File: src/rtl/mem_access_unit.sv
// mem_access_unit: RV32I memory stage; ports: CLK/RST, EX inputs (ex_valid, op, funct3, AluOutput, ReadData2, RegWr, rd), data-memory port (mem_*), stall, registered write-back (wb_*).
module mem_access_unit #(
  parameter int TIMEOUT = 15,
  parameter int CNT_W = 8
) (
  input  logic        CLK,
  input  logic        RST,
  input  logic        ex_valid,
  input  logic [6:0]  op,
  input  logic [2:0]  funct3,
  input  logic [31:0] AluOutput,
  input  logic [31:0] ReadData2,
  input  logic        RegWr,
  input  logic [4:0]  rd,
  output logic        mem_req,
  output logic        mem_we,
  output logic [31:0] mem_addr,
  output logic [3:0]  mem_wstrb,
  output logic [31:0] mem_wdata,
  input  logic [31:0] mem_rdata,
  input  logic        mem_ready,
  output logic        stall,
  output logic        wb_valid,
  output logic [31:0] wb_data,
  output logic [4:0]  wb_rd,
  output logic        wb_RegWr,
  output logic [1:0]  wb_err
);
  typedef enum logic {IDLE, WAIT} state_t;
  localparam logic [CNT_W-1:0] TO = CNT_W'(TIMEOUT);
  state_t state, state_n;
  logic [CNT_W-1:0] cnt;
  logic [2:0] f3_q;
  logic [1:0] a_q;
  logic [4:0] rd_q;
  logic regwr_q;
  logic [31:0] alu_q;
  logic is_ld, is_st, is_mem, illegal, misal, hit_to;
  logic [3:0] wstrb_n;
  logic [31:0] wdata_n, ld_data;
  logic [7:0] byte_s;
  logic [15:0] half_s;
  always_comb begin
    is_ld = op == 7'b0000011;
    is_st = op == 7'b0100011;
    is_mem = is_ld | is_st;
    illegal = is_ld ? (funct3 == 3'b011 || funct3[2:1] == 2'b11) : (funct3[2] | (funct3[1] & funct3[0]));
    misal = (funct3[1:0] == 2'b01 && AluOutput[0]) || (funct3[1:0] == 2'b10 && AluOutput[1:0] != 2'b00);
    hit_to = cnt == TO;
    stall = state == WAIT && !mem_ready && !hit_to;
    state_n = state == IDLE ? ((ex_valid && is_mem && !illegal && !misal) ? WAIT : IDLE)
                            : ((mem_ready || hit_to) ? IDLE : WAIT);
    wstrb_n = funct3[1:0] == 2'b00 ? 4'b0001 << AluOutput[1:0] :
              funct3[1:0] == 2'b01 ? (AluOutput[1] ? 4'b1100 : 4'b0011) : 4'b1111;
    wdata_n = funct3[1:0] == 2'b00 ? {4{ReadData2[7:0]}} :
              funct3[1:0] == 2'b01 ? {2{ReadData2[15:0]}} : ReadData2;
    byte_s = 8'(mem_rdata >> {a_q, 3'b000});
    half_s = a_q[1] ? mem_rdata[31:16] : mem_rdata[15:0];
    // funct3[2] set selects the unsigned variants (lbu/lhu)
    ld_data = f3_q[1] ? mem_rdata :
              f3_q[0] ? {{16{~f3_q[2] & half_s[15]}}, half_s} : {{24{~f3_q[2] & byte_s[7]}}, byte_s};
  end
  always_ff @(posedge CLK) begin
    if (RST) state <= IDLE;
    else state <= state_n;
  end
  always_ff @(posedge CLK) begin
    if (RST) begin
      cnt <= '0;
      mem_req <= 1'b0;
      mem_we <= 1'b0;
      mem_addr <= '0;
      mem_wstrb <= '0;
      mem_wdata <= '0;
      wb_valid <= 1'b0;
      wb_data <= '0;
      wb_rd <= '0;
      wb_RegWr <= 1'b0;
      wb_err <= '0;
      f3_q <= '0;
      a_q <= '0;
      rd_q <= '0;
      regwr_q <= 1'b0;
      alu_q <= '0;
    end else begin
      wb_valid <= 1'b0;
      wb_RegWr <= 1'b0;
      if (state == IDLE) begin
        if (ex_valid && (!is_mem || illegal || misal)) begin
          wb_valid <= 1'b1;
          wb_data <= AluOutput;
          wb_rd <= rd;
          wb_RegWr <= RegWr & ~is_mem;
          wb_err <= !is_mem ? 2'b00 : illegal ? 2'b11 : 2'b01;
        end else if (ex_valid) begin
          mem_req <= 1'b1;
          mem_we <= is_st;
          mem_addr <= {AluOutput[31:2], 2'b00};
          mem_wstrb <= is_st ? wstrb_n : 4'b0000;
          mem_wdata <= is_st ? wdata_n : 32'h0;
          f3_q <= funct3;
          a_q <= AluOutput[1:0];
          rd_q <= rd;
          regwr_q <= RegWr;
          alu_q <= AluOutput;
          cnt <= '0;
        end
      end else if (mem_ready) begin
        mem_req <= 1'b0;
        wb_valid <= 1'b1;
        wb_data <= mem_we ? alu_q : ld_data;
        wb_rd <= rd_q;
        wb_RegWr <= regwr_q & ~mem_we;
        wb_err <= 2'b00;
      end else if (hit_to) begin
        mem_req <= 1'b0;
        wb_valid <= 1'b1;
        wb_data <= alu_q;
        wb_rd <= rd_q;
        wb_err <= 2'b10;
      end else cnt <= cnt + 1'b1;
    end
  end
endmodule

File: config.mk
export PLATFORM = sky130hd
export DESIGN_NAME = mem_access_unit
export DESIGN_NICKNAME = d
export VERILOG_FILES = /design/src/rtl/mem_access_unit.sv
export SDC_FILE = /design/constraint.sdc
export NUM_CORES = 1
export LEC_CHECK = 0
export ABC_CLOCK_PERIOD_IN_PS = 2700
export BUFFER_PORTS_ARGS = -buffer_cell sky130_fd_sc_hd__buf_2
export CAP_MARGIN = 10
export CORE_MARGIN = 5
export CORE_UTILIZATION = 49
export CTS_BUF_LIST = sky130_fd_sc_hd__clkbuf_16
export DETAILED_ROUTE_END_ITERATION = 12
export GPL_ROUTABILITY_DRIVEN = 0
export HOLD_SLACK_MARGIN = 0.02
export PLACE_DENSITY_LB_ADDON = 0.25
export REMOVE_ABC_BUFFERS = 1
export SYNTH_ARGS = -nofsm -noshare
export SYNTH_HDL_FRONTEND = slang
export SYNTH_SLANG_ARGS = --single-unit
File: constraint.sdc
create_clock -name CLK -period 2.7 [get_ports CLK]
set_input_delay 0.54 -clock CLK [delete_from_list [all_inputs] [get_ports CLK]]
set_output_delay 0.54 -clock CLK [all_outputs]
set_load 0.03 [all_outputs]
# After elaboration in Yosys (flattened, before gate mapping)
# Cells that the tools add are included.
# op_classes
add_sub_neg	1
n_eq_ne	11
shifts	2
mux	46
bitwise	12
reduce_logical	26
# ops
cell	n
$mux 32	10
$mux 8	5
$shr 32x5->8	1
$mux 5	4
$mux 1	16
$mux 16	1
$mux 4	4
$mux 2	6
$add 8x1->8 const B	1
$eq 8x4->1 const B	1
$logic_and 1x1->1	8
$eq 7x2->1 const B	1
$eq 7x6->1 const B	1
$ne 2x2->1 const B	3
$reduce_and 3->1	2
$reduce_bool 2->1	3
$and 1x1->1	5
$logic_not 1->1	5
$logic_or 1x1->1	5
$not 1->1	5
$eq 2x2->1 const B	2
$reduce_and 4->1	1
$shl 1x2->4 const A	1
$eq 3x2->1 const B	1
other kinds (5)	6
# word_totals
register_bits	161
input_bits	116

# Logic depth before layout (Yosys ltp)
# logic_depth
word_depth	8
depth_mapped	8
depth_no_buf	6

# Worst setup path before layout
# Ideal clock, no wire load.
# synth_timing
kind	input to register
from	in funct3[0]
to	reg mem_wdata[0]
arrival_time_ps	2129
required_ps	2640
setup_slack_ps	511
stages	8
n_path_buf	3
cell_sequence	buf_2 > xnor2_1 > o2111ai_2 > or3_1 > buf_6 > nor3b_4 > buf_6 > a22o_1
# synth_via
elab_chain_len	8
# synth_rtl
item	line_no	source
from (decl)	10	input logic [2:0] funct3,
$eq 3x2->1 / $and 1x1->1 (equally long branches)	47	illegal = is_ld ? (funct3 == 3'b011 || funct3[2:1] == 2'b11) : (funct3[2] | (funct3[1] & funct3[0]));
$logic_or 1x1->1 / $or 1x1->1 (equally long branches)	47	
$mux 1	47	
$logic_or 1x1->1 (2 in a row)	89	if (ex_valid && (!is_mem || illegal || misal)) begin
$logic_and 1x1->1	89	
$not 1->1 (no line)	n/a	
$reduce_and 3->1 (no line)	n/a	
to (signal assigned)	100	mem_wdata <= is_st ? wdata_n : 32'h0;
to (decl)	19	output logic [31:0] mem_wdata,
# Parallel ways exist; a longest one is shown, timed or not.
# A chain may end at the register's enable or synchronous reset.

# Final worst setup path
# layout_timing
from	reg cnt[4]
to	out stall
# layout_via
elab_chain_len	3
# layout_rtl
item	line_no	source
from (decl)	32	logic [CNT_W-1:0] cnt;
from (signal assigned)	121	end else cnt <= cnt + 1'b1;
$eq 8x4->1	49	hit_to = cnt == TO;
$logic_not 1->1	50	stall = state == WAIT && !mem_ready && !hit_to;
$logic_and 1x1->1	50	
to (decl)	22	output logic stall,
# Every way passes these cells.

==> summary.txt <==
Setup path
  – CP required: 2.16 ns
  – CP bufs+invs: 2
  – CP max FO: 7
  – R2R Path Start: a_q[0]
  – CP arrival: between 1.5 and 2 ns
  – Reg2Reg Capture Point: wb_data[13]
  – Reg2reg path depth: 4
  – Worst path cell trace: nor4_1 -> a41o_1 -> inv_1 -> buf_2
  – Flop2flop setup slack: around 0.48 ns
  – Startpoint type of the worst setup path: flop
  – CP max stage cell: nor4_1
  – Critical Path Sink Type: output pin
  – CP max stage delay: about 0.42 ns
  – WS Path Type: reg -> out
  – Levels on crit path: 4
  – Critical path's top delay family: simple AND/OR/NAND/NOR gates

Synthesis
  – Post-synth top area share: 43.2%
  – Gate count of the mapped netlist: 720
  – Synth cell count leaders: 163 x nand2_1, 129 x dfxtp_1, 78 x a21oi_1
  – Sequential area share after synthesis: 43.2%
  – Largest area contributor in the netlist: dfxtp_1
  – Mapped Avg Cell Area: 8.31 um^2
  – Synth warn: 0
  – Async SR Flop Fraction: 0%
  – Cell with the most instances after synthesis: nand2_1
  – Top_reg_cell synth: dfxtp_1
  – EDFF count, synth: 0
  – Number of synthesized register bits: 129
  – Synth Cell Area: 0.00598 mm^2
  – Synth top area cells: dfxtp_1 43%, nand2_1 10%, a21oi_1 6.5%, mux2i_1 6.4%, clkbuf_1 2.9%
  – Synth cell types: 52

Clocking
  – CTS root buf: clkbuf_16
  – CTS Hold Bufs: 0
  – Clock sink count: 129
  – Worst skew pair latency: 0.41 ns
  – Post-CTS Setup Bufs: 0
  – Clock tree buffer depth: 2
  – Post_cts resized: 0
  – CTS tree: yes
  – Num CTS Buffers: 17
  – Worst-path clk slew: 0.05 ns
  – H-tree Lvls: 4

Floorplan
  – Cell row count: 40
  – CORE AREA: 0.0120 mm^2
  – I/O pin count: 228
  – Initial core utilization: 49.8%
  – Total die area: between 0.01 and 0.015 mm^2
  – Die height: 120 um
  – Die X: 120 um

Worst hold path
  – Hold path startpoint: RegWr
  – Hold Crit Depth: 3
  – Hold EP: regwr_q
  – Worst Hold Class: in -> reg

Cells and area
  – Fin nets: 1046
  – Seq. cell area: 0.00258 mm^2
  – Post-layout util: 64.6%
  – Area Overhead vs Synth: 29.7%
  – Fillers: 1075
  – Multi-input logic area: ~0.0031 mm^2
  – Final instance area: 0.00776 mm^2
  – Share of cells above drive strength 1: 30.0%

GRT
  – Largest net degree at the start of global routing: 48
  – Remaining global-route overflow: 0
  – Gr usage total: 25.4%
  – First-pass GRT wire length: 29.5 mm
  – Antenna violations before repair: 3
  – Vias in the first global route: approximately 5900

Routing
  – Via count: 6121
  – Vias per Instance: 5.63
  – Metal-1 WL: 7.56 mm
  – Top routing layer used: met5
  – Detailed-route DRC error count: 0
  – WL/cell: 17.2 um
  – Met2 routed WL: 8.89 mm
  – DRT antenna net count: 0
  – Met3 wire length: 1.95 mm
  – Final WL: 18.7 mm
  – TritonRoute pass-1 iters: 5
  – 1st-iter DRT viols: 502

Pwr
  – Static leakage: approximately 0.0034 uW
  – PnR Total Power: 4480 uW
  – Power Density: 577 mW/mm^2
  – Max IR drop VDD: between 0.0003 and 0.0004 V

Timing
  – Clock skew: ~0.0094 ns
  – Post-route minimum period: 2.38 ns
  – Fin worst setup slack: about 0.32 ns
  – Slew Limit Fails: 0
  – Final Hold Vio Count: 0
  – Relative slew slack: 36.0%
  – RSZ-0062 raised after global routing: no
  – Fmax: approximately 420 MHz
  – WHS: 0.385 ns
  – Least-Margin Pin Slew: 0.958 ns
  – # setup viols final: 0
  – Crit share post-route: 88.1%

Run
  – Max-cap violation count: 0

Run status
  – Status: finished clean

Place
  – Port buffer count: 225
  – Post-detail-place hpwl: 13.5 mm
  – Pre-CTS setup slack: approximately 0.26 ns
  – Placed inst area: 0.00725 mm^2
## sequential cells by signal, indices dropped and copies added (netlist names), 2 cells and up
register and flops:
alu_q 31, cnt 8, f3_q 3, mem_wdata 32
mem_wstrb 4, rd_q 5, wb_data 32, wb_err 2
wb_rd 5
## logic make-up (layout without fill, tap and decap cells)
family | Yosys count | count (layout) | synth area share (%)
flops | 129 | 129 | 43.2
xor+xnor | 7 | 7 | 1.02
other cells | 1 | 3 | 0.0627
fa+ha+maj | 1 | 1 | 0.209
buf+inv | 68 | 286 | 4.77
mux | 41 | 41 | 7.11
compound gates | 221 | 221 | 25.6
simple gates | 252 | 252 | 18.1
## worst min-delay path: stages
cell	delay, ns
buf_2	0.11
nand2_1	0.05
a21oi_1	0.05
## per-layer routing
metal / vias to the layer above / global-route usage [%]
met5: - / 0
met4: 4 / 7.79
met3: 24 / 8.14
met2: 289 / 42.8
met1: 2810 / 31.1
li1: 2994 / -
## power by group
group	switching (uW)	total, uW	internal [uW]	leakage [uW]
Combinational	321	510	189	0.00214
Sequential	23.7	1980	1950	0.00105
Clock	776	1990	1220	0.000259
Total	1120	4480	3360	0.00344
## through the flow
stage | setup TNS, ns | instances
2_1_floorplan | -49.07 | 662
3_3_place_gp | 0 | 1057
3_5_place_dp | 0 | 1057
4_1_cts | 0 | 1086
5_1_grt | 0 | 1087
6_report | 0 | 1087
## how the worst max path moves through the flow
stage | slack, ns | end | start
finish | 0.32 | stall | cnt[4]
global route | 0.13 | stall | cnt[4]
CTS | 0.32 | stall | cnt[4]
detailed placement | 0.26 | cnt[5] | op[3]
global placement | 0.29 | cnt[3] | op[3]
floorplan | -1.01 | mem_wdata[0] | op[3]
## layout by cell type (no fill, tap or decap), types with 2 or more instances in the layout
| cell | Yosys | routed |
|---|---|---|
| buf_2 | 6 | 224 |
| nand2_1 | 163 | 163 |
| dfxtp_1 | 129 | 129 |
| a21oi_1 | 78 | 78 |
| nor2_1 | 45 | 44 |
| mux2i_1 | 38 | 38 |
| o21ai_0 | 34 | 34 |
| buf_4 | 2 | 22 |
| o2bb2ai_1 | 20 | 20 |
| clkbuf_16 | 0 | 17 |
| a22o_1 | 16 | 16 |
| a221o_1 | 16 | 16 |
| a311oi_1 | 16 | 16 |
| and3_1 | 13 | 13 |
| o221ai_1 | 11 | 11 |
| inv_1 | 9 | 10 |
| nand2b_1 | 7 | 7 |
| a211oi_1 | 6 | 6 |
| nand3_1 | 6 | 6 |
| o2111ai_1 | 6 | 6 |
| o21a_1 | 6 | 6 |
| clkinv_2 | 0 | 6 |
| xnor2_1 | 5 | 5 |
| nor3_1 | 4 | 4 |
| clkinv_1 | 0 | 4 |
| nor2b_1 | 3 | 3 |
| and2_1 | 2 | 2 |
| mux2_2 | 2 | 2 |
| xor2_1 | 2 | 2 |
| conb_1 | 1 | 2 |
| buf_12 | 0 | 2 |
## layout make-up
type,count,area share [%]
Clock inverter,12,1.02
Clock buffer,17,5.48
Tap cell,147,2.37
Antenna cell,1,0.0322
Inverter,9,0.435
Sequential cell,129,33.3
Timing Repair Buffer,248,17.1
Multi-Input combinational cell,524,40.3
Power figures use the tool's default switching activity.
